<file path="src/rtl/ex_wb_stage.sv">
// ex_wb_stage: execute and write-back back end of the 8-bit pipeline.
// EX operand A is forwarded from WB, the result is registered into EX/WB,
// then committed to an 8x8 register file with an ID-side bypassed read port.
module ex_wb_stage (
   input  logic       clk,
   input  logic       rst,
   input  logic [3:0] EX_ALUop,
   input  logic       EX_RegWrite,
   input  logic       EX_LoadImmediate,
   input  logic [7:0] EX_RegData1,
   input  logic [2:0] EX_readReg1,
   input  logic [2:0] EX_writeReg,
   input  logic [7:0] EX_ImmediateData,
   input  logic [7:0] EX_instr,
   input  logic [2:0] ID_readReg1,
   output logic [7:0] ID_RegData1,
   output logic       WB_RegWrite,
   output logic [2:0] WB_writeReg,
   output logic [7:0] WB_result,
   output logic [7:0] WB_instr,
   output logic       WB_zero,
   output logic       WB_carry
);

   typedef enum logic [3:0] {
      OP_PASS = 4'b0000,
      OP_ADD  = 4'b0001,
      OP_SUB  = 4'b0010,
      OP_AND  = 4'b0011,
      OP_OR   = 4'b0100,
      OP_XOR  = 4'b0101,
      OP_NOT  = 4'b0110,
      OP_SHL  = 4'b0111,
      OP_SHR  = 4'b1000,
      OP_INC  = 4'b1001,
      OP_DEC  = 4'b1010
   } alu_op_e;

   logic [7:0] rf [8];
   logic [7:0] op_a;
   logic [7:0] op_b;
   logic [2:0] sh;
   logic [7:0] alu_res;
   logic       alu_carry;
   logic [8:0] wide;
   logic [8:0] shr_wide;

   // Operand selection with WB -> EX forwarding of operand A
   always_comb begin
      op_a = EX_RegData1;
      if (WB_RegWrite && (WB_writeReg == EX_readReg1))
         op_a = WB_result;
      op_b = EX_ImmediateData;
      sh   = EX_ImmediateData[2:0];
   end

   // ALU / immediate load; carry comes from the 9th bit of a widened result
   always_comb begin
      alu_res   = '0;
      alu_carry = 1'b0;
      wide      = '0;
      shr_wide  = '0;
      if (EX_LoadImmediate) begin
         alu_res = op_b;
      end else begin
         case (alu_op_e'(EX_ALUop))
            OP_PASS: alu_res = op_a;
            OP_ADD: begin
               wide      = {1'b0, op_a} + {1'b0, op_b};
               alu_res   = wide[7:0];
               alu_carry = wide[8];
            end
            OP_SUB: begin
               wide      = {1'b0, op_a} - {1'b0, op_b};
               alu_res   = wide[7:0];
               alu_carry = wide[8];
            end
            OP_AND: alu_res = op_a & op_b;
            OP_OR:  alu_res = op_a | op_b;
            OP_XOR: alu_res = op_a ^ op_b;
            OP_NOT: alu_res = ~op_a;
            OP_SHL: begin
               // bit 8 of the widened shift is the last bit shifted out
               wide      = {1'b0, op_a} << sh;
               alu_res   = wide[7:0];
               alu_carry = wide[8];
            end
            OP_SHR: begin
               // a guard bit below the LSB catches the last bit shifted out
               shr_wide  = {op_a, 1'b0} >> sh;
               alu_res   = shr_wide[8:1];
               alu_carry = shr_wide[0];
            end
            OP_INC: begin
               alu_res   = op_a + 8'd1;
               alu_carry = (op_a == 8'hFF);
            end
            OP_DEC: begin
               alu_res   = op_a - 8'd1;
               alu_carry = (op_a == 8'h00);
            end
            default: begin
               alu_res   = '0;
               alu_carry = 1'b0;
            end
         endcase
      end
   end

   // EX/WB pipeline register; flags update only for register-writing instructions
   always_ff @(posedge clk or negedge rst) begin
      if (!rst) begin
         WB_RegWrite <= 1'b0;
         WB_writeReg <= '0;
         WB_result   <= '0;
         WB_instr    <= '0;
         WB_zero     <= 1'b0;
         WB_carry    <= 1'b0;
      end else begin
         WB_RegWrite <= EX_RegWrite;
         WB_writeReg <= EX_writeReg;
         WB_result   <= alu_res;
         WB_instr    <= EX_instr;
         if (EX_RegWrite) begin
            WB_zero  <= (alu_res == 8'h00);
            WB_carry <= alu_carry;
         end
      end
   end

   // Register file commit from the WB stage
   always_ff @(posedge clk or negedge rst) begin
      if (!rst) begin
         for (int unsigned i = 0; i < 8; i++)
            rf[i] <= '0;
      end else if (WB_RegWrite) begin
         rf[WB_writeReg] <= WB_result;
      end
   end

   // ID read port with bypass of the value being written this cycle
   always_comb begin
      ID_RegData1 = rf[ID_readReg1];
      if (WB_RegWrite && (WB_writeReg == ID_readReg1))
         ID_RegData1 = WB_result;
   end

endmodule

</file>
<file path="config.mk">
export PLATFORM = sky130hd
export DESIGN_NAME = ex_wb_stage
export DESIGN_NICKNAME = d
export VERILOG_FILES = /design/src/rtl/ex_wb_stage.sv
export SDC_FILE = /design/constraint.sdc
export NUM_CORES = 1
export LEC_CHECK = 0
export ABC_AREA = 1
export CAP_MARGIN = 15
export CORE_ASPECT_RATIO = 0.7
export CORE_MARGIN = 8
export CORE_UTILIZATION = 25
export CTS_CLUSTER_SIZE = 16
export DETAILED_ROUTE_END_ITERATION = 12
export SYNTH_ARGS = -nofsm -noshare
export SYNTH_HDL_FRONTEND = slang
export SYNTH_SLANG_ARGS = --single-unit
</file>
<file path="constraint.sdc">
create_clock -name clk -period 3.9 [get_ports clk]
set_input_delay 0.585 -clock clk [delete_from_list [all_inputs] [get_ports clk]]
set_output_delay 0.585 -clock clk [all_outputs]
set_load 0.01 [all_outputs]
</file>
==> results of run 1 <==
area by class of cell:
type / instances / area [sq um]
sequential: 86 / 2150
tap: 325 / 407
multi-input combinational: 676 / 3510
clock inverter: 4 / 56.3
timing repair buffer: 136 / 1210
fill: 2688 / 16500
inverter: 103 / 387
clock buffer: 11 / 243
power breakdown:
part	switching [uW]	internal (uW)	leakage (uW)	total, uW
Combinational	496	361	0.00267	857
Clock	349	515	0.000146	864
Sequential	87.7	1040	0.00109	1130
Total	933	1920	0.00390	2850
final timing paths:
check,slack (ns),startpoint,endpoint,cells past startpoint
setup / recovery,0.34,EX_readReg1[2],WB_zero,24
hold / removal,0.37,rst,WB_instr[0],1
setup reg to reg,0.54,WB_writeReg[1],WB_zero,23
hold reg to reg,0.48,rf[61],rf[61],2
max in group asynchronous,2.76,rst,WB_result[5],2
min in group clk,0.48,rf[61],rf[61],2
cells by family (layout without fill, tap and decap cells):
family | count (synthesis) | after routing | share of synthesized area
flip-flops | 86 | 86 | 0.348
AO/OA/AOI/OAI | 158 | 158 | 0.143
adder cells (fa/ha/maj) | 34 | 34 | 0.0724
multiplexers | 8 | 8 | 0.0129
buffers and inverters | 134 | 254 | 0.0851
AND/OR/NAND/NOR | 476 | 476 | 0.339
metal layers:
layer	part of all wire	vias up	routed length, microns
met1	0.50	3027	11000
met5	0	-	0
met4	0.0084	0	184
met3	0.10	18	2200
met2	0.39	278	8620
li1	-	3185	-
cells in the final DEF (no fill, tap or decap), types with 9 or more instances in the layout:
cell type	instances
a21oi_1	31
buf_4	66
clkbuf_16	9
clkdlybuf4s50_1	69
dfrtp_1	86
ha_1	31
inv_1	96
nand2_1	235
nand2_2	12
nand3_1	94
nand4_1	14
nor2_1	83
nor3_1	16
o21ai_0	97
sequential cells by signal (all words and copies together), names as in the netlist:
signal       flops
WB_carry         1
WB_RegWrite      1
rf              64
WB_result        8
WB_instr         8
WB_writeReg      3
WB_zero          1
worst register-to-register path, cell delays in order (launching register included):
cell,delay [ns]
dfrtp_1,0.46
inv_2,0.09
nand2_1,0.08
nand2_2,0.06
nor2_4,0.15
nand2_2,0.07
buf_4,0.19
nand2_1,0.10
nand2_2,0.14
ha_1,0.38
a21oi_1,0.10
buf_4,0.14
or2_2,0.30
nand3_1,0.08
nand2_1,0.07
nand2_1,0.06
nand2_1,0.06
nand2_1,0.06
nand2_1,0.05
nand3_1,0.07
nand4_1,0.15
a21oi_1,0.26
nand3_1,0.11
nand2_1,0.06
metrics by stage:
stage | setup WS (ns) | instances | cell area [sq um] | utilization
after global placement | -0.000814 | 1326 | 7660 | 0.313
after global routing | 0.00987 | 1341 | 7970 | 0.325
after floorplan | 0.910 | 896 | 6190 | -
after CTS | 0.327 | 1341 | 7960 | 0.325
after detailed placement | -0.0342 | 1326 | 7660 | 0.313
final | 0.338 | 1341 | 7970 | 0.325
Yosys cell counts (2+ instances only):
cell	count	area [sq um]
a211oi_1	2	15.0
a21oi_1	31	155
a221oi_1	2	17.5
buf_1	2	7.51
buf_4	2	15.0
buf_6	2	22.5
clkbuf_1	24	90.1
dfrtp_1	86	2150
fa_1	3	60.1
ha_1	31	388
inv_1	96	360
inv_2	7	26.3
mux2i_1	8	80.1
nand2_1	235	882
nand2_2	12	75.1
nand2_4	2	22.5
nand3_1	94	470
nand3_2	6	60.1
nand3b_1	3	22.5
nand4_1	14	87.6
nor2_1	83	312
nor2_2	3	18.8
nor3_1	16	80.1
o21ai_0	97	485
o221ai_1	8	70.1
o22ai_1	3	18.8
o311ai_0	7	61.3
or2_2	5	31.3
==> results.md, run 1 <==
* Status: completed
* RD Place Congestion at 0.941
* Final net count at 1,087
* Mapped Nets at 971
* Grt ovf at 0
* Number of global-route vias before repair at 5,944
* LEAKAGE at 0.00390 uW
* Max-slew violations at 0
* Vias at 6,508
* Residual DRC at 0
* Worst path max stage delay at 0.48 ns
* Post-CTS Setup Bufs at 0
* Post_cts resized at 0
* Final Skew at 0.00948 ns
* Sequential share of the synthesized area at 0.348
* Critical-path cell list: clkdlybuf4s50_1, inv_1, nand2_1, nand2_1, nor2_4, nand2_2, buf_4, nand2_1, nand2_2, ha_1, a21oi_1, buf_4, or2_2, nand3_1, nand2_1, nand2_1, nand2_1, nand2_1, nand2_1, nand3_1, nand4_1, a21oi_1, nand3_1, nand2_1
* Clock Root Buffer: clkbuf_16
* Post-synth EDFFs at 0
* Initial Utilization at 0.253
* Max Fanout on Critical Path at 10
* Post-CTS Hold Buffers at 0
* First-pass GRT wire length at 34.6 mm
* Max_cap viols at 0
* Slowest-stage cell, CP: clkdlybuf4s50_1
* Peak Freq at 281 MHz
* # IOs at 71
* Die Wd at 204 microns
* DR pass1 iterations at 6
* Sinks on the clock net at 86
* Clock transition at path regs at 0.07 ns
* Placeable Area at 0.0245 sq mm
* Yosys cell types at 40
* Worst slew pin tran at 0.866 ns
* Met1 usage at 0.229
* DR vias/cell at 4.85
* Total power at 2850 uW
* Antenna viol nets, final at 0
* Fin. Hold Viols at 0
* Initial DRC count at 744
* GR peak layer: met1
* Total track usage at 0.146
* Critical path launch point type: input port
* Full die area at 0.0301 sq mm
* Critical Path End Type: register
* Synth Flop Type: dfrtp_1
* Slew Limit Headroom at 0.423
* Synth Warn # at 0
* Dpl hpwl at 17.4 mm
* Setup total negative slack at 0 ns
* Post-Syn Area at 0.00619 sq mm
* Syn_area_per_cell at 6.91 sq um
* Final WL at 22.0 mm
* CP arrival at 3.84 ns
* Initial antenna violation count at 0
* RSZ-0062 raised after global routing: no
* Gate Count Post-Synth at 896
* Area delta synth->final at 28.7%
* Maximum vdd drop at 176 uV
* WL/cell at 16.4 microns
* Period minus WS final at 3.56 ns
* CTS tree: yes
* Yosys reg bits at 86
* H-tree levels at 3
* Ratio of cells with drive above 1 in the final layout at 0.116
* Met3 Usage GRT at 0.0378
* Setup violations, final at 0
* CP required at 4.18 ns
* Cell family with most CP delay: simple AND/OR/NAND/NOR gates
* Cell Pwr Density at 358 mW/mm^2
* Port bufs at 70
* Part of the cycle the worst path needs at 0.913
* Clock buffer depth at 2
* CTS buffer count at 9
* Most used cell, CP: nand2_1
* Clk_lat worst skew at 0.34 ns
* Largest net degree at the start of global routing at 71
* WS Path Type: in -> reg
* Num rows at 48
* # diodes at 0
* Met2 GRT Util at 0.195
* Hold Worst Slack at 0.366 ns
* DIE HEIGHT at 148 microns
* Worst Hold Class: in -> async
* Crit path buffers/inverters at 4
* Asr flop ratio synth at 1.00
(Power assumes the default switching activity.)
==> inputs of run 2 (changes only) <==
--- a/config.mk
+++ b/config.mk
@@ -12,6 +12,7 @@
 export CORE_UTILIZATION = 25
 export CTS_CLUSTER_SIZE = 16
 export DETAILED_ROUTE_END_ITERATION = 12
+export PLACE_DENSITY_LB_ADDON = 0.25
 export SYNTH_ARGS = -nofsm -noshare
 export SYNTH_HDL_FRONTEND = slang
 export SYNTH_SLANG_ARGS = --single-unit
==> run 2 against run 1 <==
Clock skew hardly changed; flip-flop and latch count stayed put; combinational power is 0.5% lower; setup slack worse by 0.062 ns; clock-buffer cell count is 1 lower; critical path depth is 2 lower; maximum frequency is 1.7% lower; via count is 1.3% lower; hold slack worse by 0.16 ns; total power is 0.71% higher; core utilization is 0.097 points lower; highest routed layer unchanged.
==> results.md, run 2 (synthesis gave the netlist of run 1 again) <==
* Status: completed
* WL/cell at 17.3 microns (+5.4%)
* Clock buffer depth at 2 (unchanged)
* First-pass GRT wire length at 36.3 mm (+4.9%)
* DR pass1 iterations at 5 (-1)
* Max-slew violations at 0 (unchanged)
* Cell Pwr Density at 362 mW/mm^2 (+1.0%)
* Initial Utilization at 0.253 (unchanged)
* Final design utilization at 0.324 (-0.000970)
* Worst path max stage delay at 0.47 ns (about the same)
* Part of the cycle the worst path needs at 0.929 (+0.0159)
* Largest net degree at the start of global routing at 40 (-44%)
* Vias at 6,422 (-1.3%)
* Worst slew pin tran at 0.772 ns (-0.0945 ns)
* Port bufs at 70 (unchanged)
* Max Fanout on Critical Path at 5 (-5)
* Final net count at 1,079 (-0.74%)
* Most frequent cells in the layout: 235 x nand2_1, 97 x o21ai_0, 96 x inv_1
* DIE HEIGHT at 148 microns (unchanged)
* Num rows at 48 (unchanged)
* Placeable Area at 0.0245 sq mm (unchanged)
* Cell family with most CP delay: simple AND/OR/NAND/NOR gates
* Number of global-route vias before repair at 6,133 (+3.2%)
* Number of flip-flops in the largest register at 64 (unchanged)
* CP required at 4.18 ns (about the same)
* Slowest-stage cell, CP: clkdlybuf4s50_1
* Slew Limit Headroom at 0.484 (+0.0611)
* Fin cells at 1,334 (-0.52%)
* H-tree levels at 3 (unchanged)
* Largest register by flop count: rf
* WS Path Type: in -> reg
* Antenna viol nets, final at 0 (unchanged)
* Most used cell, CP: nand2_1
* Clock transition at path regs at 0.07 ns (about the same)
* Dpl hpwl at 18.2 mm (+4.4%)
* Most common cell after layout, fill and taps aside: nand2_1
* Post-CTS Hold Buffers at 0 (unchanged)
* Area delta synth->final at 28.3%
* Period minus WS final at 3.62 ns (+0.0621 ns)
* Fin. Hold Viols at 0 (unchanged)
* Sinks on the clock net at 86 (unchanged)
* LEAKAGE at 0.00388 uW (-0.59%)
* Max_cap viols at 0 (unchanged)
* Die Wd at 204 microns (unchanged)
* Placed cells at 1,318 (-0.60%)
* # IOs at 71 (unchanged)
* Critical-path cell list: clkdlybuf4s50_1, inv_1, nand2_1, nand2_1, nor2_4, nand2_2, buf_4, nand2_1, nand2_1, buf_4, ha_1, nand2_1, nor2_1, a211oi_1, nand2_1, nand2_1, nand4_1, nand3_1, nand4_1, a21oi_1, nand3_1, nand2_1
* Clock Root Buffer: clkbuf_16
* Residual DRC at 0 (unchanged)
* # diodes at 0 (unchanged)
* Initial DRC count at 567 (-24%)
* Registers with the most flip-flops: rf (64), WB_instr (8), WB_result (8)
* Maximum vdd drop at 192 uV (+9.1%)
* Setup violations, final at 0 (unchanged)
* CTS tree: yes
* Full die area at 0.0301 sq mm (unchanged)
* Initial antenna violation count at 0 (unchanged)
* Crit path buffers/inverters at 4 (unchanged)
* Clk_lat worst skew at 0.34 ns (about the same)
* Placed inst area at 0.00762 sq mm (-0.56%)
* Final non-filler cell area at 0.00794 sq mm (-0.30%)
* RD Place Congestion at 0.945 (+0.40%)
* Total track usage at 0.155 (+0.00902)
* Peak Freq at 276 MHz (-1.7%)
* Final WL at 23.1 mm (+4.9%)
* Sequential cell area at 0.00215 sq mm (unchanged)
* RSZ-0062 raised after global routing: no
* Worst Hold Class: in -> async
* CP arrival at 3.90 ns (+0.06 ns)
* Final Skew at 0.00990 ns (+0.000419 ns)
* CTS buffer count at 9 (unchanged)
* Critical path launch point type: input port
* Fillers at 2,686 (-0.074%)
* Critical Path End Type: register
* Ratio of cells with drive above 1 in the final layout at 0.113 (-0.00316)
* Grt ovf at 0 (unchanged)
* DR vias/cell at 4.81 (-0.80%)
* Total power at 2870 uW (+0.71%)
* Multi-input gate area at 0.00353 sq mm (+0.39%)
-- run 2: changes by cell type in the layout (fill, tap and decap cells not counted), sizes merged --
cell | before | now
clkinv | 2 | 4
clkbuf | 11 | 10
buf | 67 | 59
-- run 2: final timing paths --
path | slack, ns | cells after the start | start | end
min in group clk | 0.48 | 2 | rf[13] | rf[13]
worst max-delay path | 0.28 | 22 | EX_readReg1[2] | WB_zero
worst max register to register | 0.42 | 21 | WB_writeReg[1] | WB_zero
worst min register to register | 0.48 | 2 | rf[13] | rf[13]
worst min-delay path | 0.20 | 1 | rst | WB_instr[7]
max in group asynchronous | 2.89 | 2 | rst | rf[13]
-- run 2: metal layers --
layer  global-route usage  wire length [microns]  up-vias
met5                    0                      0        -
met4               0.0237                    172        0
met3               0.0418                   1710       15
met2                0.205                   8890      210
met1                0.244                  12300     3019
li1                     -                      -     3178
-- run 2: timing repair --
action | CTS | global route
setup buffers | 0 | 0
resized for setup | 0 | 3
endpoints found under the setup margin | 0 | 1
endpoints found under the hold margin | 0 | 0
-- run 2: worst reg2reg max path: stages, from the launching register on --
cell and delay (ns):
dfrtp_1 0.48, inv_2 0.11, nand2_1 0.08, nand2_2 0.06, nor2_4 0.17, nand2_2 0.10
buf_4 0.15, nand2_1 0.07, nand2_1 0.10, buf_4 0.18, ha_1 0.34, nand2_1 0.11
nor2_1 0.05, a211oi_1 0.21, nand2_1 0.12, nand2_1 0.09, nand4_1 0.08, nand3_1 0.24
nand4_1 0.20, a21oi_1 0.29, nand3_1 0.12, nand2_1 0.08
-- run 2: metrics by stage --
stage               setup WS [ns]  hold WS (ns)  TNS, ns
finish                      0.276         0.205        0
global route               0.0112         0.238        0
CTS                         0.273         0.225        0
detailed placement        -0.0782         0.468  -0.0782
global placement          -0.0998         0.460  -0.0998
floorplan                   0.910         0.289        0
-- run 2: final cells by class --
class | count | share of cell area
inverters | 103 | 0.0487
multi-input cells | 676 | 0.444
clock inverters | 6 | 0.00882
well taps | 325 | 0.0512
flip-flops and latches | 86 | 0.271
repair buffers | 128 | 0.146
clock buffers | 10 | 0.0301
-- run 2: report_power, final --
| group | switching [uW] | internal, uW |
|---|---|---|
| registers | 89.3 | 1040 |
| logic | 503 | 350 |
| clock network | 369 | 518 |
==> inputs of run 3 (changes only) <==
--- a/config.mk
+++ b/config.mk
@@ -8,8 +8,8 @@
 export ABC_AREA = 1
 export CAP_MARGIN = 15
 export CORE_ASPECT_RATIO = 0.7
-export CORE_MARGIN = 8
 export CORE_UTILIZATION = 25
+export CTS_BUF_LIST = sky130_fd_sc_hd__clkbuf_4 sky130_fd_sc_hd__clkbuf_8
 export CTS_CLUSTER_SIZE = 16
 export DETAILED_ROUTE_END_ITERATION = 12
 export PLACE_DENSITY_LB_ADDON = 0.25
==> run 3 against run 2 <==
Cell area fell by 0.66%; via count fell by 0.16%; flip-flop and latch count did not move; sequential share of layout area rose by 0.18 points; non-clock buffer count rose by 12; largest power group unchanged; global-route usage rose by 2.5 points; critical path depth rose by 5; combinational power rose by 0.5%; highest routed layer unchanged.
==> results.md, run 3 (synthesis gave the netlist of run 1 again) <==
* Status: completed
* Most common cell after layout, fill and taps aside: nand2_1
* Max_cap viols at 0 (unchanged)
* WS Path Type: in -> reg
* Largest register by flop count: rf
* Slew Limit Headroom at 0.415 (-0.0683)
* Clock transition at path regs at 0.09 ns (+0.02 ns)
* Largest net degree at the start of global routing at 68 (+70%)
* DIE HEIGHT at 134 microns (-9.5%)
* Setup violations, final at 0 (unchanged)
* Antenna viol nets, final at 0 (unchanged)
* Period minus WS final at 3.56 ns (-0.0621 ns)
* Cell Pwr Density at 341 mW/mm^2 (-5.6%)
* Dpl hpwl at 17.2 mm (-5.5%)
* Max Fanout on Critical Path at 8 (+3)
* Clock buffer depth at 2 (unchanged)
* Vias at 6,412 (-0.16%)
* Maximum vdd drop at 175 uV (-8.6%)
* Final WL at 22.2 mm (-3.9%)
* RSZ-0062 raised after global routing: no
* Highest metal used: met4
* Area delta synth->final at 27.5%
* Worst Hold Class: in -> async
* Part of the cycle the worst path needs at 0.913 (-0.0159)
* Number of flip-flops in the largest register at 64 (unchanged)
* Final non-filler cell area at 0.00789 sq mm (-0.66%)
* Initial DRC count at 614 (+8.3%)
* Worst path max stage delay at 0.48 ns (about the same)
* Critical path launch point type: input port
* RD Place Congestion at 0.897 (-5.0%)
* Die Wd at 190 microns (-6.9%)
* Grt ovf at 0 (unchanged)
* Total track usage at 0.180 (+0.0250)
* Registers with the most flip-flops: rf (64), WB_instr (8), WB_result (8)
* Post_cts resized at 0 (unchanged)
* Clk_lat worst skew at 0.37 ns (+0.03 ns)
* Placed inst area at 0.00767 sq mm (+0.67%)
* Residual DRC at 0 (unchanged)
* Placeable Area at 0.0239 sq mm (-2.3%)
* Ratio of cells with drive above 1 in the final layout at 0.121 (+0.00847)
* Sinks on the clock net at 86 (unchanged)
* Setup total negative slack at 0 ns (unchanged)
* Met3 wire len at 1.75 mm (+1.9%)
* Critical Path End Type: register
* Post-CTS Hold Buffers at 0 (unchanged)
* Most frequent cells in the layout: 235 x nand2_1, 97 x o21ai_0, 96 x inv_1
* Total power at 2690 uW (-6.2%)
* H-tree levels at 3 (unchanged)
* Final net count at 1,091 (+1.1%)
* Fin cells at 1,339 (+0.37%)
* Peak Freq at 281 MHz (+1.7%)
* LEAKAGE at 0.00388 uW (about the same)
* DR vias/cell at 4.79 (-0.53%)
* Placed cells at 1,323 (+0.38%)
* Fin. Hold Viols at 0 (unchanged)
* DR pass1 iterations at 5 (unchanged)
* # IOs at 71 (unchanged)
* WL met1 at 11.8 mm (-3.9%)
* CP required at 4.21 ns (+0.03 ns)
* Most used cell, CP: nand3_1
* CTS buffer count at 9 (unchanged)
* Full die area at 0.0254 sq mm (-16%)
* Num rows at 47 (-2.1%)
* Max-slew violations at 0 (unchanged)
* Final Skew at 0.00954 ns (-0.000365 ns)
* First-pass GRT wire length at 34.9 mm (-3.9%)
* CTS tree: yes
* Post-CTS Setup Bufs at 0 (unchanged)
* Worst slew pin tran at 0.877 ns (+0.105 ns)
* Slowest-stage cell, CP: clkdlybuf4s50_1
* Number of global-route vias before repair at 5,941 (-3.1%)
* CP arrival at 3.87 ns (-0.03 ns)
* Initial antenna violation count at 0 (unchanged)
* # diodes at 0 (unchanged)
* Port bufs at 70 (unchanged)
* Initial Utilization at 0.259 (+0.00601)
* DR WL met2 at 8.45 mm (-4.9%)
* WL/cell at 16.6 microns (-4.2%)
* Clock Root Buffer: clkbuf_8
==> run 3: cell count changes in the layout (fill, tap and decap cells not counted), moves of 2 or more <==
cell and change:
buf_4 +14, clkbuf_16 -9, clkbuf_8 +8, clkinv_4 -3, buf_12 -2
==> run 3: area by class of cell <==
cell class | count | area (sq um)
Sequential cell | 86 | 2150
Fill cell | 2592 | 16000
Inverter | 103 | 387
Clock buffer | 9 | 124
Clock inverter | 7 | 95.1
Multi-Input combinational cell | 676 | 3510
Timing Repair Buffer | 140 | 1220
Tap cell | 318 | 398
==> run 3: path summary, 6_finish.rpt <==
kind / startpoint / end / slack, ns / cells past startpoint
setup / recovery: EX_readReg1[2] / WB_zero / 0.34 / 27
min in group clk: rf[10] / rf[10] / 0.49 / 2
max in group asynchronous: rst / WB_zero / 2.77 / 2
hold / removal: rst / WB_instr[3] / 0.29 / 1
hold reg to reg: rf[10] / rf[10] / 0.49 / 2
setup reg to reg: WB_writeReg[2] / WB_zero / 0.49 / 26
==> run 3: layer usage <==
metal,vias to the layer above,GRT usage
met4,0,0.0228
li1,3194,-
met2,234,0.235
met5,-,0
met1,2973,0.291
met3,11,0.0445
==> run 3: where the power goes <==
group	internal, uW	switching, uW
sequential	1040	87.5
clock	363	345
combinational	361	496
total	1770	928
==> run 3: through the flow <==
stage | utilization | setup WS [ns] | hold slack [ns]
2_1_floorplan | - | 0.910 | 0.289
3_3_place_gp | 0.320 | 0.00292 | 0.461
3_5_place_dp | 0.320 | -0.00736 | 0.469
4_1_cts | 0.330 | 0.368 | 0.360
5_1_grt | 0.330 | 0.0134 | 0.378
6_report | 0.330 | 0.338 | 0.294
==> run 3: worst max-delay path: cells and delay by family <==
kind	cells	cell delay (ns)
buf+inv	6	1.00
simple gates	19	1.68
fa+ha+maj	2	0.59
